===== config.mk =====
export PLATFORM = sky130hd
export DESIGN_NAME = tlc_input_cond_flat
export DESIGN_NICKNAME = d
export VERILOG_FILES = /design/src/rtl/tlc_pkg.sv /design/src/rtl/tlc_input_cond_if.sv /design/src/rtl/tlc_sensor_debounce.sv /design/src/rtl/tlc_input_cond.sv /design/src/flat_wrapper.sv
export SDC_FILE = /design/constraint.sdc
export NUM_CORES = 1
export LEC_CHECK = 0
export BUFFER_PORTS_ARGS = -buffer_cell sky130_fd_sc_hd__buf_2
export CORE_ASPECT_RATIO = 0.9
export CORE_UTILIZATION = 35
export CTS_CLUSTER_SIZE = 28
export DETAILED_ROUTE_END_ITERATION = 12
export PLACE_DENSITY = 0.63
export SYNTH_ARGS = -nofsm -noshare
export SYNTH_HDL_FRONTEND = slang
export SYNTH_SLANG_ARGS = --single-unit

===== constraint.sdc =====
create_clock -name clk -period 2.6 [get_ports clk]
set_input_delay 0.13 -clock clk [delete_from_list [all_inputs] [get_ports clk]]
set_output_delay 0.13 -clock clk [all_outputs]
set_load 0.02 [all_outputs]

===== src/rtl/tlc_pkg.sv =====
// ---------------------------------------------------------------------------
// tlc_pkg
// Shared constants and types for the traffic-light input conditioner:
//   MINUTES_PER_DAY / TOD_W / TOD_LAST : time-of-day range and width
//   mode_e                             : operating mode encodings
//   deb_state_e                        : per-sensor debounce FSM states
//   in_window()                        : half-open [lo,hi) minute window test
// ---------------------------------------------------------------------------
package tlc_pkg;

    localparam int MINUTES_PER_DAY = 1440;
    localparam int TOD_W           = 11;
    localparam logic [TOD_W-1:0] TOD_LAST = TOD_W'(MINUTES_PER_DAY - 1);

    typedef enum logic [1:0] {
        MODE_AUTO       = 2'b00,
        MODE_FORCE_OFF  = 2'b01,
        MODE_FORCE_PEAK = 2'b10,
        MODE_AUTO_ALT   = 2'b11
    } mode_e;

    typedef enum logic [1:0] {
        S_IDLE      = 2'd0,
        S_ARMING    = 2'd1,
        S_ACTIVE    = 2'd2,
        S_RELEASING = 2'd3
    } deb_state_e;

    function automatic logic in_window(input logic [TOD_W-1:0] t,
                                       input int lo, input int hi);
        return (int'(t) >= lo) && (int'(t) < hi);
    endfunction

endpackage


===== src/rtl/tlc_input_cond_if.sv =====
// ---------------------------------------------------------------------------
// tlc_input_cond_if
// Bus between the input conditioner and its environment.
//   raw_s1/raw_s2 : unsynchronised loop detectors (to conditioner)
//   mode          : 00/11 auto, 01 force off-peak, 10 force peak
//   tod_load/tod_value : time-of-day load request
//   sensor1/sensor2, peak, tod, minute_tick, load_err : conditioned outputs
// master = stimulus/environment side, slave = conditioner side.
// ---------------------------------------------------------------------------
interface tlc_input_cond_if;
    import tlc_pkg::*;

    logic             raw_s1;
    logic             raw_s2;
    logic [1:0]       mode;
    logic             tod_load;
    logic [TOD_W-1:0] tod_value;
    logic             sensor1;
    logic             sensor2;
    logic             peak;
    logic [TOD_W-1:0] tod;
    logic             minute_tick;
    logic             load_err;

    modport master (
        output raw_s1, raw_s2, mode, tod_load, tod_value,
        input  sensor1, sensor2, peak, tod, minute_tick, load_err
    );

    modport slave (
        input  raw_s1, raw_s2, mode, tod_load, tod_value,
        output sensor1, sensor2, peak, tod, minute_tick, load_err
    );

endinterface


===== src/rtl/tlc_sensor_debounce.sv =====
// ---------------------------------------------------------------------------
// tlc_sensor_debounce
// One vehicle-loop channel: 2-flop synchroniser, debounce FSM with a shared
// run counter, and a registered presence output.
//   i_clk, i_rst : clock, asynchronous active-high reset
//   i_raw        : raw detector input (asynchronous)
//   o_sensor     : debounced presence, high while ACTIVE/RELEASING
// ---------------------------------------------------------------------------
module tlc_sensor_debounce
    import tlc_pkg::*;
#(
    parameter int DEB_ON  = 4,
    parameter int DEB_OFF = 8
) (
    input  logic i_clk,
    input  logic i_rst,
    input  logic i_raw,
    output logic o_sensor
);

    localparam int CNT_MAX = (DEB_ON > DEB_OFF) ? DEB_ON : DEB_OFF;
    localparam int CNT_W   = $clog2(CNT_MAX + 1);
    localparam logic [CNT_W-1:0] ON_LIM  = CNT_W'(DEB_ON);
    localparam logic [CNT_W-1:0] OFF_LIM = CNT_W'(DEB_OFF);
    localparam logic [CNT_W-1:0] ONE     = CNT_W'(1);
    // A limit of 1 means the first qualifying sample completes the run.
    localparam bit ON_IMMED  = (DEB_ON  <= 1);
    localparam bit OFF_IMMED = (DEB_OFF <= 1);

    logic [1:0]       r_sync;
    logic             w_in;
    deb_state_e       r_state;
    deb_state_e       w_state_nxt;
    logic [CNT_W-1:0] r_cnt;
    logic [CNT_W-1:0] w_cnt_nxt;
    logic [CNT_W-1:0] w_cnt_inc;
    logic             r_sensor;

    assign w_in = r_sync[1];

    always_ff @(posedge i_clk or posedge i_rst) begin
        if (i_rst) begin
            r_sync <= 2'b00;
        end else begin
            r_sync <= {r_sync[0], i_raw};
        end
    end

    always_ff @(posedge i_clk or posedge i_rst) begin
        if (i_rst) begin
            r_state  <= S_IDLE;
            r_cnt    <= '0;
            r_sensor <= 1'b0;
        end else begin
            r_state  <= w_state_nxt;
            r_cnt    <= w_cnt_nxt;
            // Output flop lags the state by one edge; this places the
            // rise/fall at 2+DEB_ON / 2+DEB_OFF edges after the raw change.
            r_sensor <= (r_state == S_ACTIVE) || (r_state == S_RELEASING);
        end
    end

    // Counter holds the length of the current qualifying run; it is only
    // meaningful in ARMING/RELEASING and kept at zero elsewhere.
    always_comb begin
        w_state_nxt = r_state;
        w_cnt_nxt   = r_cnt;
        w_cnt_inc   = r_cnt + ONE;
        case (r_state)
            S_IDLE: begin
                if (w_in) begin
                    if (ON_IMMED) begin
                        w_state_nxt = S_ACTIVE;
                        w_cnt_nxt   = '0;
                    end else begin
                        w_state_nxt = S_ARMING;
                        w_cnt_nxt   = ONE;
                    end
                end
            end
            S_ARMING: begin
                if (!w_in) begin
                    w_state_nxt = S_IDLE;
                    w_cnt_nxt   = '0;
                end else if (w_cnt_inc >= ON_LIM) begin
                    w_state_nxt = S_ACTIVE;
                    w_cnt_nxt   = '0;
                end else begin
                    w_cnt_nxt   = w_cnt_inc;
                end
            end
            S_ACTIVE: begin
                if (!w_in) begin
                    if (OFF_IMMED) begin
                        w_state_nxt = S_IDLE;
                        w_cnt_nxt   = '0;
                    end else begin
                        w_state_nxt = S_RELEASING;
                        w_cnt_nxt   = ONE;
                    end
                end
            end
            S_RELEASING: begin
                if (w_in) begin
                    w_state_nxt = S_ACTIVE;
                    w_cnt_nxt   = '0;
                end else if (w_cnt_inc >= OFF_LIM) begin
                    w_state_nxt = S_IDLE;
                    w_cnt_nxt   = '0;
                end else begin
                    w_cnt_nxt   = w_cnt_inc;
                end
            end
            default: begin
                w_state_nxt = S_IDLE;
                w_cnt_nxt   = '0;
            end
        endcase
    end

    assign o_sensor = r_sensor;

endmodule


===== src/rtl/tlc_input_cond.sv =====
// ---------------------------------------------------------------------------
// tlc_input_cond
// Input conditioning for a traffic-light controller: debounces two vehicle
// loops, keeps a minute-of-day clock with load/validation, and derives a
// registered peak-hour flag.
//   clk, reset : clock, asynchronous active-high reset
//   bus        : tlc_input_cond_if.slave (raw inputs, mode, TOD load in;
//                sensors, peak, tod, minute_tick, load_err out)
// ---------------------------------------------------------------------------
module tlc_input_cond
    import tlc_pkg::*;
#(
    parameter int TICKS_PER_MIN = 60,
    parameter int DEB_ON        = 4,
    parameter int DEB_OFF       = 8,
    parameter int AM_START      = 420,
    parameter int AM_END        = 600,
    parameter int PM_START      = 990,
    parameter int PM_END        = 1170
) (
    input  logic              clk,
    input  logic              reset,
    tlc_input_cond_if.slave   bus
);

    localparam int NUM_SENSORS = 2;
    localparam int PRE_W = (TICKS_PER_MIN > 1) ? $clog2(TICKS_PER_MIN) : 1;
    localparam logic [PRE_W-1:0] PRE_LAST = PRE_W'(TICKS_PER_MIN - 1);

    logic [NUM_SENSORS-1:0] w_raw;
    logic [NUM_SENSORS-1:0] w_sensor;

    logic [PRE_W-1:0] r_presc;
    logic [TOD_W-1:0] r_tod;
    logic             r_tick;
    logic             r_err;
    logic             r_peak;
    logic             w_wrap;
    logic             w_load_ok;
    logic             w_load_bad;
    logic             w_peak;

    // ---------------- sensor channels ----------------
    assign w_raw = {bus.raw_s2, bus.raw_s1};

    for (genvar g = 0; g < NUM_SENSORS; g++) begin : g_deb
        tlc_sensor_debounce #(
            .DEB_ON  (DEB_ON),
            .DEB_OFF (DEB_OFF)
        ) u_deb (
            .i_clk    (clk),
            .i_rst    (reset),
            .i_raw    (w_raw[g]),
            .o_sensor (w_sensor[g])
        );
    end

    assign bus.sensor1 = w_sensor[0];
    assign bus.sensor2 = w_sensor[1];

    // ---------------- time of day ----------------
    assign w_wrap     = (r_presc == PRE_LAST);
    assign w_load_ok  = bus.tod_load && (bus.tod_value <= TOD_LAST);
    assign w_load_bad = bus.tod_load && (bus.tod_value >  TOD_LAST);

    // A valid load restarts the minute and takes priority over a coincident
    // wrap (no increment, no tick). A rejected load leaves counting alone.
    always_ff @(posedge clk or posedge reset) begin
        if (reset) begin
            r_presc <= '0;
            r_tod   <= '0;
            r_tick  <= 1'b0;
            r_err   <= 1'b0;
        end else begin
            r_tick <= 1'b0;
            r_err  <= w_load_bad;
            if (w_load_ok) begin
                r_tod   <= bus.tod_value;
                r_presc <= '0;
            end else if (w_wrap) begin
                r_presc <= '0;
                r_tod   <= (r_tod == TOD_LAST) ? '0 : r_tod + TOD_W'(1);
                r_tick  <= 1'b1;
            end else begin
                r_presc <= r_presc + PRE_W'(1);
            end
        end
    end

    // ---------------- peak flag ----------------
    always_comb begin
        w_peak = 1'b0;
        case (mode_e'(bus.mode))
            MODE_FORCE_OFF:  w_peak = 1'b0;
            MODE_FORCE_PEAK: w_peak = 1'b1;
            default:         w_peak = in_window(r_tod, AM_START, AM_END) ||
                                      in_window(r_tod, PM_START, PM_END);
        endcase
    end

    always_ff @(posedge clk or posedge reset) begin
        if (reset) begin
            r_peak <= 1'b0;
        end else begin
            r_peak <= w_peak;
        end
    end

    assign bus.tod         = r_tod;
    assign bus.minute_tick = r_tick;
    assign bus.load_err    = r_err;
    assign bus.peak        = r_peak;

endmodule


===== src/flat_wrapper.sv =====
// flat-port wrapper written by rule: the top's interface ports become plain ports
module tlc_input_cond_flat import tlc_pkg::*;
#(
    parameter int TICKS_PER_MIN = 60,
    parameter int DEB_ON        = 4,
    parameter int DEB_OFF       = 8,
    parameter int AM_START      = 420,
    parameter int AM_END        = 600,
    parameter int PM_START      = 990,
    parameter int PM_END        = 1170
)
  (clk, reset, bus_raw_s1, bus_raw_s2, bus_mode, bus_tod_load, bus_tod_value, bus_sensor1, bus_sensor2, bus_peak, bus_tod, bus_minute_tick, bus_load_err);
  tlc_input_cond_if bus_i ();
  input  logic clk;
  input  logic reset;
  input wire logic [$bits(bus_i.raw_s1)-1:0] bus_raw_s1;
  input wire logic [$bits(bus_i.raw_s2)-1:0] bus_raw_s2;
  input wire logic [$bits(bus_i.mode)-1:0] bus_mode;
  input wire logic [$bits(bus_i.tod_load)-1:0] bus_tod_load;
  input wire logic [$bits(bus_i.tod_value)-1:0] bus_tod_value;
  output wire logic [$bits(bus_i.sensor1)-1:0] bus_sensor1;
  output wire logic [$bits(bus_i.sensor2)-1:0] bus_sensor2;
  output wire logic [$bits(bus_i.peak)-1:0] bus_peak;
  output wire logic [$bits(bus_i.tod)-1:0] bus_tod;
  output wire logic [$bits(bus_i.minute_tick)-1:0] bus_minute_tick;
  output wire logic [$bits(bus_i.load_err)-1:0] bus_load_err;
  assign bus_i.raw_s1 = bus_raw_s1;
  assign bus_i.raw_s2 = bus_raw_s2;
  assign bus_i.mode = bus_mode;
  assign bus_i.tod_load = bus_tod_load;
  assign bus_i.tod_value = bus_tod_value;
  assign bus_sensor1 = bus_i.sensor1;
  assign bus_sensor2 = bus_i.sensor2;
  assign bus_peak = bus_i.peak;
  assign bus_tod = bus_i.tod;
  assign bus_minute_tick = bus_i.minute_tick;
  assign bus_load_err = bus_i.load_err;
  tlc_input_cond #(.TICKS_PER_MIN(TICKS_PER_MIN), .DEB_ON(DEB_ON), .DEB_OFF(DEB_OFF), .AM_START(AM_START), .AM_END(AM_END), .PM_START(PM_START), .PM_END(PM_END)) u_core (.clk(clk), .reset(reset), .bus(bus_i));
endmodule

==> results.md, run 1 <==
- Sequential area share after synthesis: 0.456
- CP delay by family, top: simple AND/OR/NAND/NOR gates
- VDD IR max: between 0.0005 and 0.0006 V
- Layout cells sized above 1: 0.202
- Die Ht: 75.2 um
- Final setup fails: 0
- TritonCTS Buffers: 5
- Crit Reg-Reg Startpoint: u_core.r_presc[0]
- Leak: 0.00108 uW
- Max Clock Freq: 0.519 GHz
- Num rows: 26
- Hold/Removal Path Class: in -> reg
- Final Hold Vio Count: 0
- Internal reg-to-reg setup slack: 0.67 ns
- Post-DP Area: 2280 sq um
- Synth Warn #: 0
- Commonest non-fill, non-tap cell in the layout: dfrtp_1
- P&R area growth vs syn: 15.8%
- CP startpoint kind: flip-flop
- Final worst-path cycle share: 0.742
- Bufs and invs on worst path: 0
- Crit path time final: 1.93 ns
- Critical Path Slowest Stage Cell: or4_4
- Routability cong.: 0.820
- Status: completed
- Largest net degree at the start of global routing: 39
- Core ar.: 5730 sq um
- Worst-path clk slew: 0.08 ns
- Port Buffers: 33
- Die Span X: 83.4 um
- CTS Sinks: 38
- Syn_area_per_cell: 9.52 sq um
- Initial antenna violation count: 0
- Starting Density: 0.364
- Top FF cell, synth: dfrtp_1
- Routed via count: 1674
- CP required: 2.82 ns
- H-tree levels: 2
- Placed wire-length estimate: a little over 3000 um
- Routed Antenna Nets: 0
- Vias in the first global route: 1567
- Post-synthesis instance area: 2090 sq um
- Die ar.: 6270 sq um
- Most frequent cells in the layout: 38 x dfrtp_1, 33 x buf_2, 24 x nor2_1
- Synthesized flop and latch total: 38
- Min-delay src: bus_tod_load
- Crit path largest cell delay: 0.56 ns
- Register-to-Register Path Depth: 5
- CTS Buffer Depth: 2
- Worst hold stages: 3
- Slew headroom: 0.644
- CTS tree: yes
- Slew Limit Fails: 0
- I/O pins: 34
- Root buf cell: clkbuf_8
- Worst R2R End: u_core.bus.tod[7]
- Post-layout instance area: 2420 sq um
- Crit end category: flip-flop
- Vias per Instance: between 5 and 6
- GRT Resource Usage Total: 0.148
- Clock skew: 0.00540 ns
- Drt first pass iters: 4
- Number of synthesized flops with an enable pin: 0
- Critical Path Fanout Max: 8
- Cell chain of the critical path: ha_1, nand4_4, or4_4, or3_1, a31oi_1
- PD cells: 782 nW/um^2
- Synth Instances: between 200 and 250
- RSZ-0062 raised after global routing: no
- Hold EP: u_core.bus.load_err
- Worst Tran Pin Value: roughly 0.53 ns
- 1st-iter DRT viols: 62
- Post-synthesis async set-or-reset flop share: 1.00
- Critical path type: reg -> reg
- Remaining DRCs: 0
- Final Net Count: 275
- Cell variety after synth: 48
- CTS resizes: 0
- Total Routed Length: 4250 um
- Gr ovfl total: 0
- N_diodes: 0
- First-pass GRT wire length: 7250 um
- Setup TNS: 0 ns
- Max capacitance violation total: 0
- Syn nets: 243
- Worst path arrival time: 2.15 ns
- Avg WL per Cell: 13.2 um
- Clock latency at the later pin of the worst-skew pair: 0.29 ns
-- tightest hold or removal path, stage by stage --
cell and delay, ns:
buf_2 0.11, nand2_1 0.06, a21oi_1 0.04
-- layout make-up --
class	count	area, sq um
clock buffers	5	68.8
clock inverters	3	40.0
repair buffers	38	210
multi-input cells	161	1030
fillers	594	3310
inverters	7	26.3
well taps	70	87.6
flip-flops and latches	38	951
-- registers in the layout, indices dropped and copies added, names as in the netlist, named ones only --
name	count
u_core.bus.tod	11
u_core.g_deb.u_deb.r_cnt	8
u_core.r_presc	6
u_core.g_deb.u_deb.r_sync	4
u_core.g_deb.u_deb.o_sensor	2
u_core.g_deb.u_deb.r_state	2
u_core.bus.load_err	1
u_core.bus.minute_tick	1
u_core.bus.peak	1
-- power breakdown --
| group | switching [uW] | leakage (uW) | internal [uW] |
|---|---|---|---|
| Clock | 220 | 0.0000579 | 283 |
| Sequential | 176 | 0.000461 | 714 |
| Combinational | 266 | 0.000563 | 232 |
| Total | 662 | 0.00108 | 1230 |
-- Yosys cell counts, drive strengths merged (5+ instances only) --
master,count,area share
a21oi,8,0.019
a31oi,8,0.024
buf,6,0.024
clkbuf,7,0.013
dfrtp,38,0.46
ha,6,0.036
inv,7,0.013
nand2,17,0.031
nand3,15,0.036
nand4,5,0.022
nor2,24,0.043
nor2b,7,0.021
o21ai,6,0.014
xnor2,7,0.029
xor2,6,0.025
-- timing repair --
item / in CTS / in global routing
hold buffers: 3 / 0
hold endpoints to repair: 40 / 0
buffers inserted: 0 / 0
-- worst max path at each step --
stage	start	endpoint	slack, ns	cells after the start
6_report	u_core.r_presc[0]	u_core.bus.tod[7]	0.67	5
4_1_cts	u_core.r_presc[0]	u_core.bus.tod[7]	0.67	5
5_1_grt	u_core.r_presc[0]	u_core.bus.tod[7]	0.56	5
2_1_floorplan	u_core.bus.tod[1]	u_core.bus.tod[6]	0.73	5
3_5_place_dp	u_core.r_presc[0]	u_core.bus.tod[7]	0.69	5
3_3_place_gp	u_core.r_presc[0]	u_core.bus.tod[7]	0.71	5
-- routing by layer --
metal	track usage	vias to the layer above	wire (um)
met5	0	-	0
met4	0.0517	0	41
met3	0.0340	4	166
met2	0.240	37	1970
met1	0.199	788	2080
li1	-	845	-
-- logic make-up (layout without fill, tap and decap cells) --
kind of cell    after synthesis  in the layout  synth area share
mux                           1              1           0.00540
compound gates               42             42             0.139
flops                        38             38             0.456
xor+xnor                     13             13            0.0546
buf+inv                      20             53            0.0492
simple gates                 99             99             0.260
fa+ha+maj                     6              6            0.0360
-- stage by stage --
stage	util	power [uW]	hold slack (ns)	worst slack, ns	cells
detailed placement	0.398	1400	0.243	0.694	311
floorplan	-	1280	0.161	0.726	219
CTS	0.422	1910	0.0637	0.665	322
finish	0.422	1890	0.0712	0.672	322
global placement	0.398	1390	0.242	0.709	311
global route	0.422	2020	0.0914	0.559	322
(Power assumes the default switching activity.)
==> run 2: changes to the inputs <==
PLACE_DENSITY = 0.65   (was 0.63)
clock period = 1.6 ns   (was 2.6 ns; I/O delays follow)
==> run 2 against run 1 <==
Highest routed layer unchanged. Sequential share of layout area is 4.4 points lower. The run now ends with negative setup slack left. Critical path depth stayed put. Clock skew is essentially flat. Setup slack worse by 0.75 ns. Global-route usage increased by 1.9 points. Total power up 78%. Combinational power increased by 120%.
==> results.md, run 2 (synthesized netlist as in run 1, its figures left out) <==
- Met1 global-route usage: 0.203 (was 0.199)
- Gr busiest metal: met2 (unchanged)
- H-tree levels: 2 (unchanged)
- DP Cell Count: 331 (was 311)
- VDD IR max: 0.000817 V (was 0.000516 V)
- First-pass GRT wire length: 8000 um (was 7250 um)
- N_diodes: 0 (unchanged)
- Max Clock Freq: 0.596 GHz (was 0.519 GHz)
- CTS Buffer Depth: 2 (unchanged)
- GRT Resource Usage Total: 0.168 (was 0.148)
- Status: complete, but fails checks (was completed)
- Critical Path Fanout Max: 3 (was 8)
- Remaining DRCs: 0 (unchanged)
- Critical Path Slowest Stage Cell: or4_4 (unchanged)
- Slew Limit Fails: 0 (unchanged)
- Most frequent cells in the layout: 33 x dfrtp_1, 33 x buf_2, 29 x buf_4 (was 38 x dfrtp_1, 33 x buf_2, 24 x nor2_1)
- Max capacitance violation total: 0 (unchanged)
- Root buf cell: clkbuf_8 (unchanged)
- Slew headroom: 0.673 (was 0.644)
- Final worst slack: -0.0768 ns (was 0.672 ns)
- 1st-iter DRT viols: 62 (unchanged)
- Leak: 0.00122 uW (was 0.00108 uW)
- Avg WL per Cell: 13.9 um (was 13.2 um)
- Num rows: 26 (unchanged)
- Routability cong.: 0.880 (was 0.820)
- Routed Antenna Nets: 0 (unchanged)
- CP startpoint kind: flip-flop (unchanged)
- Final setup fails: 4 (was 0)
- Final Hold Vio Count: 0 (unchanged)
- Crit end category: flip-flop (unchanged)
- Placed wire-length estimate: 3440 um (was 3050 um)
- Clock skew: 0.00534 ns (was 0.00540 ns)
- Final worst-path cycle share: 1.05 (was 0.742)
- Internal reg-to-reg setup slack: -0.08 ns (was 0.67 ns)
- Failing checks: negative setup slack
- Setup TNS: -0.179 ns (was 0 ns)
- TritonCTS Buffers: 5 (unchanged)
- Critical path type: reg -> reg (unchanged)
- Crit path largest cell delay: 0.50 ns (was 0.56 ns)
- Routed via count: 1803 (was 1674)
- Initial antenna violation count: 0 (unchanged)
- PD cells: 1230 nW/um^2 (was 782 nW/um^2)
- Post-Layout Cell Count: 350 (was 322)
- Port Buffers: 33 (unchanged)
- Cell chain of the critical path: ha_4, nand4_4, or4_4, or3_1, a31oi_1 (was ha_1, nand4_4, or4_4, or3_1, a31oi_1)
- RSZ-0062 raised after global routing: yes (was no)
- Starting Density: 0.364 (unchanged)
- Hold/Removal Path Class: in -> reg (unchanged)
- Worst Tran Pin Value: 0.491 ns (was 0.529 ns)
- Global Route met2 Usage: 0.294 (was 0.240)
- Worst path arrival time: 1.90 ns (was 2.15 ns)
- Core ar.: 5730 sq um (unchanged)
- Die Span X: 83.4 um (unchanged)
- Gr ovfl total: 0 (unchanged)
- Vias in the first global route: 1727 (was 1567)
- Largest register FFs: 11 (unchanged)
- Met3 usage: 0.0406 (was 0.0340)
- Drt first pass iters: 5 (was 4)
- CTS Sinks: 38 (unchanged)
- Clock latency at the later pin of the worst-skew pair: 0.29 ns (about the same)
- Final Net Count: 303 (was 275)
- Layout cells sized above 1: 0.350 (was 0.202)
- Hold_ws: 0.0171 ns (was 0.0712 ns)
- Worst-path clk slew: 0.08 ns (about the same)
- CTS tree: yes (unchanged)
- I/O pins: 34 (unchanged)
- Die Ht: 75.2 um (unchanged)
- Total Routed Length: 4870 um (was 4250 um)
- Die ar.: 6270 sq um (unchanged)
- Crit path time final: 1.68 ns (was 1.93 ns)
- P&R area growth vs syn: 31.4% (was 15.8%)
- Vias per Instance: 5.15 (was 5.20)
- Largest net degree at the start of global routing: 39 (unchanged)
- DP Worst Slack: -0.0982 ns (was 0.694 ns)
- Total Power: 3370 uW (was 1890 uW)
- CP required: 1.82 ns (was 2.82 ns)
## run 2: cell count changes in the layout (fill, tap and decap cells not counted), sizes merged
cell	delta
clkinvlp	+2
clkinv	-2
buf	+28
## run 2: worst max-delay path: cells and delay by family, from the launching register on
kind | cells | cell delay (ns)
AO/OA/AOI/OAI | 1 | 0.13
adder cells (fa/ha/maj) | 1 | 0.16
AND/OR/NAND/NOR | 3 | 0.92
flip-flops | 1 | 0.40
## run 2: per-stage QoR
step | instance area [sq um] | utilization
after floorplan | 2130 | -
after global placement | 2460 | 0.431
after detailed placement | 2460 | 0.431
after CTS | 2650 | 0.462
after global routing | 2740 | 0.479
final | 2740 | 0.479
## run 2: cell type report
cell class                 instances  area, sq um
inverter                           7         26.3
tap                               70         87.6
timing repair buffer              66          424
fill                             563         2980
clock inverter                     3         45.0
clock buffer                       5         68.8
sequential                        38          957
multi-input combinational        161         1130
## run 2: per-layer routing
| layer | share of wire | vias to the layer above | wire, um |
|---|---|---|---|
| li1 | - | 902 | - |
| met1 | 0.46 | 863 | 2250 |
| met2 | 0.49 | 32 | 2390 |
| met3 | 0.033 | 6 | 159 |
| met4 | 0.015 | 0 | 73 |
| met5 | 0 | - | 0 |
## run 2: final timing paths
check | start | endpoint | cells past startpoint
setup / recovery | u_core.r_presc[1] | u_core.bus.tod[7] | 5
hold / removal | bus_tod_load | u_core.bus.load_err | 3
setup reg to reg | u_core.r_presc[1] | u_core.bus.tod[7] | 5
hold reg to reg | u_core.g_deb[0].u_deb.r_sync[0] | u_core.g_deb[0].u_deb.r_sync[1] | 0
max in group asynchronous | reset | u_core.bus.tod[0] | 4
min in group asynchronous | reset | u_core.g_deb[1].u_deb.r_sync[0] | 4
## run 2: timing repair
item	4_1_cts	5_1_grt
hold buffers	3	0
hold endpoints to repair	40	0
pin swaps	2	8
setup buffers	3	5
resized for setup	3	11
endpoints found under the setup margin	12	16
## run 2: power by group
group	leakage, uW	switching (uW)	internal, uW
Clock	0.0000504	364	464
Combinational	0.000709	566	555
Sequential	0.000457	262	1160
Total	0.00122	1190	2180
==> run 3: changes to the inputs <==
clock period = 1.4 ns   (was 1.6 ns; I/O delays follow)
==> run 3 against run 2 <==
Clock power down 4.5%. Critical endpoint is now u_core.bus.tod[8]. Sequential share of layout area fell by 2.7 points. Register-to-register slack worse by 0.17 ns. The flow still finishes with violations (negative setup slack).
==> results.md, run 3 (synthesized netlist as in run 1, its figures left out) <==
- N_diodes: 0 (unchanged)
- Largest net degree at the start of global routing: 39 (unchanged)
- Vias per Instance: 5.03 (was 5.15)
- Die Ht: 75.2 um (unchanged)
- Max capacitance violation total: 0 (unchanged)
- P&R area growth vs syn: 42.8% (was 31.4%)
- Total Power: 3980 uW (was 3370 uW)
- Critical Path Fanout Max: 5 (was 3)
- Cell chain of the critical path: ha_4, nand4_4, buf_6, or2_4, or3_1, a41oi_2 (was ha_4, nand4_4, or4_4, or3_1, a31oi_1)
- Final Hold Vio Count: 0 (unchanged)
- TritonCTS Buffers: 5 (unchanged)
- CTS Buffer Depth: 2 (unchanged)
- CP startpoint kind: flip-flop (unchanged)
- Critical path type: reg -> reg (unchanged)
- Status: complete, but fails checks (unchanged)
- CTS Sinks: 38 (unchanged)
- Worst path arrival time: 1.86 ns (was 1.90 ns)
- Avg WL per Cell: 13.4 um (was 13.9 um)
- Most frequent cells in the layout: 50 x buf_4, 33 x buf_2, 30 x dfrtp_1 (was 33 x dfrtp_1, 33 x buf_2, 29 x buf_4)
- GRT Resource Usage Total: 0.171 (was 0.168)
- Crit path largest cell delay: 0.39 ns (was 0.50 ns)
- Gr ovfl total: 0 (unchanged)
- Worst Tran Pin Value: 0.472 ns (was 0.491 ns)
- Placed wire-length estimate: 3470 um (was 3440 um)
- Root buf cell: clkbuf_8 (unchanged)
- Routability cong.: 0.872 (was 0.880)
- Hold/Removal Path Class: in -> reg (unchanged)
- Core ar.: 5730 sq um (unchanged)
- Failing checks: negative setup slack (unchanged)
- Final Net Count: 326 (was 303)
- Critical Path Slowest Stage Cell: dfrtp_1 (was or4_4)
- First-pass GRT wire length: 8420 um (was 8000 um)
- Num rows: 26 (unchanged)
- Slew headroom: 0.686 (was 0.673)
- Critical path destination: u_core.bus.tod[8] (was u_core.bus.tod[7])
- Layout cells sized above 1: 0.442 (was 0.350)
- VDD IR max: 0.000766 V (was 0.000817 V)
- 1st-iter DRT viols: 55 (was 62)
- Initial antenna violation count: 0 (unchanged)
- I/O pins: 34 (unchanged)
- Final setup fails: 19 (was 4)
- Final worst-path cycle share: 1.17 (was 1.05)
- Routed Antenna Nets: 0 (unchanged)
- Leak: 0.00134 uW (was 0.00122 uW)
- Fillers: 519 (was 563)
- Crit Reg-Reg Startpoint: u_core.r_presc[0] (was u_core.r_presc[1])
- Worst-path clk slew: 0.08 ns (about the same)
- PD cells: 1340 nW/um^2 (was 1230 nW/um^2)
- Routed via count: 1877 (was 1803)
- Drt first pass iters: 4 (was 5)
- Crit path time final: 1.64 ns (was 1.68 ns)
- Commonest non-fill, non-tap cell in the layout: buf_4
- Final worst slack: -0.245 ns (was -0.0768 ns)
- H-tree levels: 2 (unchanged)
- Bufs and invs on worst path: 1 (was 0)
- Critical path startpoint: u_core.r_presc[0] (was u_core.r_presc[1])
- Internal reg-to-reg setup slack: -0.24 ns (was -0.08 ns)
- Max Clock Freq: 0.608 GHz (was 0.596 GHz)
- Vias in the first global route: 1889 (was 1727)
- Remaining DRCs: 0 (unchanged)
- Instance count on the critical path: 6 (was 5)
- CP delay by family, top: simple AND/OR/NAND/NOR gates (unchanged)
- Final core utilization: 0.520 (was 0.479)
- Die Span X: 83.4 um (unchanged)
- Min-delay src: bus_tod_load (unchanged)
- Total Routed Length: 4990 um (was 4870 um)
- Clock skew: 0.00599 ns (was 0.00534 ns)
- RSZ-0062 raised after global routing: yes (unchanged)
- Starting Density: 0.364 (unchanged)
- CTS tree: yes (unchanged)
- Worst R2R End: u_core.bus.tod[8] (was u_core.bus.tod[7])
- Clock latency at the later pin of the worst-skew pair: 0.30 ns (was 0.29 ns)
- Slew Limit Fails: 0 (unchanged)
- CP required: 1.62 ns (was 1.82 ns)
- Die ar.: 6270 sq um (unchanged)
- Crit end category: flip-flop (unchanged)
- Register-to-Register Path Depth: 6 (was 5)
- Port Buffers: 33 (unchanged)
- Largest register FFs: 11 (unchanged)
-- run 3: how the worst min path moves through the flow --
stage | endpoint | cells after the start
global placement | u_core.g_deb[0].u_deb.r_sync[0] | 1
floorplan | u_core.g_deb[0].u_deb.r_sync[0] | 0
global route | u_core.bus.load_err | 3
detailed placement | u_core.g_deb[0].u_deb.r_sync[0] | 1
CTS | u_core.bus.load_err | 3
finish | u_core.bus.load_err | 3
-- run 3: routing by layer --
layer  vias to the layer above  share of wire  track usage
met4                         0          0.012       0.0460
met2                        30           0.50        0.303
li1                        955              -            -
met5                         -              0            0
met3                         7          0.035       0.0526
met1                       885           0.45        0.207
-- run 3: cell type report --
type | instances | area, sq um | area share
multi-input cells | 161 | 1210 | 0.406
flip-flops and latches | 38 | 961 | 0.323
repair buffers | 89 | 604 | 0.203
well taps | 70 | 87.6 | 0.0294
clock buffers | 7 | 86.3 | 0.0290
inverters | 7 | 26.3 | 0.00882
clock inverters | 1 | 5.00 | 0.00168
-- run 3: through the flow --
| stage | cells | cell area [sq um] | TNS, ns | hold WS [ns] | setup slack [ns] |
|---|---|---|---|---|---|
| 2_1_floorplan | 219 | 2140 | -1.20 | 0.101 | -0.267 |
| 3_3_place_gp | 354 | 2650 | -2.36 | 0.184 | -0.239 |
| 3_5_place_dp | 354 | 2650 | -2.77 | 0.183 | -0.262 |
| 4_1_cts | 371 | 2860 | -2.51 | 0.00214 | -0.253 |
| 5_1_grt | 373 | 2980 | -3.36 | 0.00377 | -0.297 |
| 6_report | 373 | 2980 | -1.96 | 0.00451 | -0.245 |
-- run 3: power breakdown --
part | switching, uW | total (uW) | internal, uW
clock | 393 | 790 | 398
sequential | 278 | 1620 | 1340
combinational | 755 | 1570 | 819
total | 1430 | 3980 | 2550
-- run 3: worst reg2reg max path: cells and delay by family (launching register included) --
family                   cells  cell delay [ns]
AO/OA/AOI/OAI                1             0.15
adder cells (fa/ha/maj)      1             0.16
buffers and inverters        1             0.15
flip-flops                   1             0.39
AND/OR/NAND/NOR              3             0.72
-- run 3: repair_timing --
action,in CTS,in global routing
pin swaps,11,20
resized for setup,9,25
hold endpoints to repair,40,0
endpoints found under the setup margin,20,24
buffers inserted,6,4
hold buffers,3,0
